--- src/rtl/mux_4x1_rr_arbiter.sv ---
// mux_4x1_rr_arbiter: round-robin owner arbitration for a shared 4:1 bit mux with a hold limit.
module mux_4x1_rr_arbiter #(
   parameter int MAX_HOLD = 8
) (
   input  logic       clk,
   input  logic       rst,
   input  logic [3:0] req,
   input  logic       rel,
   input  logic [3:0] a,
   output logic [3:0] gnt,
   output logic [1:0] s,
   output logic       y,
   output logic       busy
);
   typedef enum logic {IDLE, OWN} state_t;
   localparam logic [3:0] HMAX = 4'(MAX_HOLD - 1);
   state_t     r_state;
   logic [1:0] r_ptr;
   logic [3:0] r_hcnt;
   logic [3:0] w_rot;
   logic [1:0] w_win;
   logic       w_rel;
   // w_rot[i] is req[(ptr+i) mod 4], so the lowest set bit is the round-robin winner
   always_comb begin
      w_rot = 4'({req, req} >> r_ptr);
      w_win = r_ptr + (w_rot[0] ? 2'd0 : w_rot[1] ? 2'd1 : w_rot[2] ? 2'd2 : 2'd3);
      w_rel = rel | ~req[s] | (r_hcnt == HMAX && (req & ~gnt) != 4'b0000);
   end
   always_ff @(posedge clk or posedge rst) begin
      if (rst) begin
         r_state <= IDLE;
         r_ptr   <= 2'd0;
         r_hcnt  <= 4'd0;
         gnt     <= 4'b0000;
         s       <= 2'd0;
         y       <= 1'b0;
         busy    <= 1'b0;
      end else if (r_state == IDLE) begin
         y <= 1'b0;
         if (req != 4'b0000) begin
            gnt     <= 4'b0001 << w_win;
            s       <= w_win;
            r_hcnt  <= 4'd0;
            busy    <= 1'b1;
            r_state <= OWN;
         end
      end else begin
         y <= a[s];
         if (w_rel) begin
            gnt     <= 4'b0000;
            busy    <= 1'b0;
            r_ptr   <= s + 2'd1;
            r_state <= IDLE;
         end else if (r_hcnt != HMAX) begin
            r_hcnt <= r_hcnt + 4'd1;
         end
      end
   end
endmodule

--- config.mk ---
export PLATFORM = sky130hd
export DESIGN_NAME = mux_4x1_rr_arbiter
export DESIGN_NICKNAME = d
export VERILOG_FILES = /design/src/rtl/mux_4x1_rr_arbiter.sv
export SDC_FILE = /design/constraint.sdc
export NUM_CORES = 1
export LEC_CHECK = 0
export CAP_MARGIN = 25
export CORE_UTILIZATION = 55
export DETAILED_ROUTE_END_ITERATION = 10
export MAX_ROUTING_LAYER = met4
export PLACE_DENSITY = 0.83
export SETUP_SLACK_MARGIN = 0.05
export SYNTH_ARGS = -nofsm -noshare
export SYNTH_HDL_FRONTEND = slang
export SYNTH_SLANG_ARGS = --single-unit
--- constraint.sdc ---
create_clock -name clk -period 3.7 [get_ports clk]
set_clock_uncertainty 0.15 [all_clocks]
set_input_delay 0.37 -clock clk [delete_from_list [all_inputs] [get_ports clk]]
set_output_delay 0.37 -clock clk [all_outputs]
set_load 0.03 [all_outputs]
# ---- Yosys cells after proc, flatten, opt, wreduce, memory -nomap -nowiden
# Index checks and enable logic that the tools add are counted.
dict set report totals {
  register_bits 15
  in_bits 11
  output_inout_bits 8
  elab_cells 53
}
dict set report op_classes {
  add_sub_neg 3
  magnitude_cmp 1
  n_eq_ne 5
  shift 2
  muxes 21
  bitwise 6
  n_reduce_logical 8
}
# operator n
set op_table {}
lappend op_table {{4-bit 2-to-1 mux} 7}
lappend op_table {{1-bit 2-to-1 mux} 10}
lappend op_table {{4-bit nonzero test} 2}
lappend op_table {{8-bit by 2-bit >> shifter with 3-bit output} 1}
lappend op_table {{2-bit AND reduction} 3}
lappend op_table {{4-bit by 1-bit adder with 4-bit output, second input constant} 1}
lappend op_table {{4-bit bitwise AND} 1}
lappend op_table {{1-bit binary-select mux with 2-bit select} 2}
lappend op_table {{4-bit by 3-bit == test with 1-bit output, second input constant} 1}
lappend op_table {{2-bit 2-to-1 mux} 2}
lappend op_table {{2-bit by 1-bit inequality test with 1-bit output, second input constant} 2}
lappend op_table {{4-bit by 3-bit inequality test with 1-bit output, second input constant} 1}
lappend op_table {{4-bit NOT} 1}
lappend op_table {{1-bit by 2-bit << shifter with 4-bit output, first input constant} 1}
lappend op_table {{2-bit by 3-bit less-than comparator with 1-bit output, second input constant} 1}
lappend op_table {{3-bit AND reduction} 1}
lappend op_table {{2-bit by 1-bit adder with 2-bit output, second input constant} 1}
lappend op_table {{2-bit adder} 1}
lappend op_table {{2-bit inequality test, second input constant} 1}
lappend op_table {{1-bit NOT} 2}
lappend op_table {{1-bit OR} 2}
lappend op_table {{2-bit nonzero test} 1}
lappend op_table {{1-bit logical AND} 1}

# ---- Longest topological paths before layout
dict set report depth {
  word_depth 8
  mapped_depth 9
  mapped_depth_nobuf 8
}

# ---- Least setup slack after synthesis
# OpenSTA, ideal clock, no wires.
dict set report synth_timing {
  path_kind {register to register}
  startpoint {register r_ptr[1]}
  endpoint {register gnt[1]}
  setup_time_ps 121
  arrival_ps 1821
  required_ps 3429
  slack_ps 1608
  stages_incl_launch_ff 9
  n_path_buf 1
  synth_period_minus_slack_ps 2092
  cell_sequence {dfrtp_1 > clkbuf_1 > or2b_1 > a21oi_1 > a221o_1 > ha_1 > nand2b_1 > o32a_1 > a32o_2}
}
dict set report synth_between {
  elab_chain_cells 8
}
# item line_no
set synth_lines {}
lappend synth_lines {{start: declaration} 18} ;# logic [1:0] r_ptr;
lappend synth_lines {{start signal: assignment} 52} ;# r_ptr <= s + 2'd1;
lappend synth_lines {{8-bit by 2-bit >> shifter with 3-bit output} 25} ;# w_rot = 4'({req, req} >> r_ptr);
lappend synth_lines {{1-bit 2-to-1 mux} 26} ;# w_win = r_ptr + (w_rot[0] ? 2'd0 : w_rot[1] ? 2'd1 : w_rot[2] ? 2'd2 : 2'd3);
lappend synth_lines {{2-bit 2-to-1 mux (2 in a row)} 26}
lappend synth_lines {{2-bit adder (*)} 26}
lappend synth_lines {{1-bit by 2-bit << shifter with 4-bit output (*)} 41} ;# gnt <= 4'b0001 << w_win;
lappend synth_lines {{4-bit 2-to-1 mux (*)} 40} ;# if (req != 4'b0000) begin
lappend synth_lines {{4-bit 2-to-1 mux (*)} 38} ;# end else if (r_state == IDLE) begin
lappend synth_lines {{end signal: assignment} 41}
lappend synth_lines {{end: declaration} 10} ;# output logic [3:0] gnt,
# Every way passes the cells marked *; elsewhere a longest branch is shown, timed or not. The select of a mux whose other input is x is not followed.
# A chain may end at the register's enable or synchronous reset.

# ---- Final worst setup path
dict set report layout_timing {
  startpoint {input req[1]}
  endpoint {register gnt[1]}
}
dict set report layout_between {
  elab_chain_cells 8
  word_cells_on_any_way 20
  classes_between {add/sub: 1; eq/ne: 1; shift: 2; mux: 7; bitwise: 4; reduce/logical: 5}
}
# item line_no
set layout_lines {}
lappend layout_lines {{start: declaration} 7} ;# input logic [3:0] req,
lappend layout_lines {{8-bit by 2-bit >> shifter with 3-bit output} 25}
lappend layout_lines {{1-bit 2-to-1 mux} 26}
lappend layout_lines {{2-bit 2-to-1 mux (2 in a row)} 26}
lappend layout_lines {{2-bit adder} 26}
lappend layout_lines {{1-bit by 2-bit << shifter with 4-bit output} 41}
lappend layout_lines {{4-bit 2-to-1 mux} 40}
lappend layout_lines {{4-bit 2-to-1 mux} 38}
# Parallel ways exist; a longest one is shown, timed or not. The select of a mux whose other input is x is not followed.

==> results.yml <==
run_status:
  status: "finished clean"
grt:
  first_global_vias: 775
  grt_util_met3_pct: 4.40
  grt_pass1_wl_um: 3290
  grt-busiest-layer: "met2"
  grt_use_met1_pct: 30.0
  grt_start_max_net_pins: 16
  grtUsageTotal_pct: 23.1
  antenna_found_initial: 0
  met2_usage_pct: 35.1
  overflow: 0
die:
  chipHeight_um: 45.1
  row_count: 15
  die-area_um2: 2040
  io_pins: 19
  start_util_pct: 59.3
  fp.dieW_um: 45.1
  core_um2: 1730
cells_and_area:
  layout_common_cells: "clkdlybuf4s50_1 (18), dfrtp_1 (15), nand2_1 (10)"
  area_delta_synth_final_pct: 18.2
  finish.instance_area_um2: 1210
  drive_gt1_share_pct: 10.3
  final_common_cell: "clkdlybuf4s50_1"
  nets: 131
  num_antenna_cells: 0
route:
  drt_first_pass_iters: 4
  drcViolationCount: 0
  antenna_left: 0
  num_vias: 860
  wl_um: 2000
  wl_per_cell_um: 14.1
  viasPerCell: 6.06
  drt_iter0_drc: 31
hold_path:
  hp-class: "in2async"
power:
  pwr_density_cell_nw_per_um2: 732
  p_leak_nw: 0.521
  ir_drop_v: 0.000421
worst_setup_path:
  cp.arrival_ns: 2.52
  path_buf_inv: 1
  rrSetupSlack_ns: 1.47
  cp.required_ns: 3.73
  worstSetupPathType: "in2reg"
  cp-start-kind: "primary input"
  critPathMaxStageDelay_ns: 0.64
  crit_chain: "clkdlybuf4s50_1, or2b_1, a21oi_1, a221o_1, ha_1, o41ai_1, o32a_1, a32o_2"
  path_max_fanout: 7
  crit_path_end_kind: "flop"
  critical-path-top-delay-family: "compound AO/OA/AOI/OAI gates"
  slowest_stage: "clkdlybuf4s50_1"
timing:
  timing_hold_violations_final: 0
  tightest_slew_ns: 0.532
  drv_slew: 0
  grt_setup_unrepaired: "no"
  setup-violations-final: 0
  tns_ns: 0
  period_share_pct: 67.2
  fin_crit_ns: 2.49
  fmax_mhz: 402
  slew_headroom_pct: 64.5
synth:
  ys_top_cells_by_area: "dfrtp_1 (37%), mux4_2 (4.4%), nand2_1 (3.7%), buf_6 (3.3%), a21oi_1 (2.9%)"
  synthSimpleGateAreaFrac_pct: 21.3
  synth_warnings: 0
  synth_ff_type: "dfrtp_1"
  synth-seq-cells: 15
  syn_area_um2: 1020
  muxShareOfSynthArea_pct: 9.29
  synth_nets: 115
  yosysTopAreaCell: "dfrtp_1"
  synth_compound_area_share_pct: 22.5
  synth_top_family_by_area: "compound AO/OA/AOI/OAI gates"
  synth_top_area_share_pct: 36.7
  synth_edf_count: 0
  syn_area_per_cell_um2: 10.0
  synth_xor_area_share_pct: 0.856
  yosysSeqAreaShare_pct: 36.7
  syn_inst: 102
  ys_types: 42
  async_flop_share_pct: 100
  synthAdderAreaFrac_pct: 2.44
cts:
  clockRootBuffer: "clkbuf_4"
  clock_latency_ns: 0.29
  clkSlewWorstSetupHoldPaths_ns: 0.09
  postCtsResizedCells: 0
  cts_buffers: 3
  clockBufferDepth: 2
  clock-sinks: 15
  holdBufCountCts: 0
  post_cts.repair.setup_buffers: 0
  h-tree-depth: 1
  cts_tree: "done"
placement:
  routabilityCongestion: 0.820
  placed_area_um2: 1180
  dp_hpwl_um: 1450
  portBuffers: 18
run:
  maxCapViolations: 0
## layout make-up
class                   instances  area (um^2)
clock buffers                   3         22.5
flip-flops and latches         15          375
well taps                      25         31.3
fillers                       142          517
multi-input cells              75          577
clock inverters                 1         5.00
repair buffers                 18          180
inverters                       5         18.8
## sequential cells by signal (all words and copies together), names as in the netlist
register and count:
busy 1, gnt 4, r_hcnt 4, r_ptr 2, r_state 1, s 2
y 1
## Yosys cell counts, types with 3 or more instances
library cell  count
nor2_1            7
buf_6             3
or2b_1            4
nand2_1          10
o211ai_1          4
a21oi_1           6
and2_1            3
dfrtp_1          15
clkbuf_1          3
nand2b_1          3
inv_1             5
## cells by family (layout without fill, tap and decap cells)
logic type	after synthesis	in the layout
AO/OA/AOI/OAI	29	29
XOR/XNOR	1	1
adder cells (fa/ha/maj)	2	2
buffers and inverters	12	27
flip-flops	15	15
multiplexers	6	6
AND/OR/NAND/NOR	37	37
## final timing paths
kind                            startpoint   endpoint  cells past startpoint
max in group asynchronous              rst    r_state                      2
worst min-delay path                   rst  r_hcnt[2]                      2
min in group clk                      busy       busy                      1
worst max-delay path                req[1]     gnt[1]                      8
worst min register to register        busy       busy                      1
worst max register to register    r_ptr[1]     gnt[1]                      7
## layer usage
metal	part of all wire [%]	wire length, um	vias up
met5	0	0	-
met1	48	954	426
met4	1.3	26	0
met2	46	928	24
met3	4.6	92	4
li1	-	-	406
## report_power, final
| part | internal, W | switching, W | total, W | leakage [nW] |
|---|---|---|---|---|
| registers | 0.000224 | 0.0000934 | 0.000317 | 0.190 |
| logic | 0.000231 | 0.000242 | 0.000473 | 0.314 |
| clock network | 0.0000402 | 0.0000552 | 0.0000954 | 0.0177 |
| total | 0.000495 | 0.000390 | 0.000886 | 0.521 |
## metrics by stage
stage          worst slack [ns]  power (W)  hold WS (ns)  utilization, %  cells
6_report                   1.21   0.000886         0.259            70.1    142
5_1_grt                    1.09   0.000952         0.322            70.1    142
4_1_cts                    1.23   0.000885         0.295            70.1    142
3_5_place_dp              0.943   0.000793         0.323            68.5    138
3_3_place_gp               1.02   0.000781         0.317            68.5    138
2_1_floorplan              1.61   0.000671         0.121               -    102
Note: power is estimated with default switching activity, not from simulation.
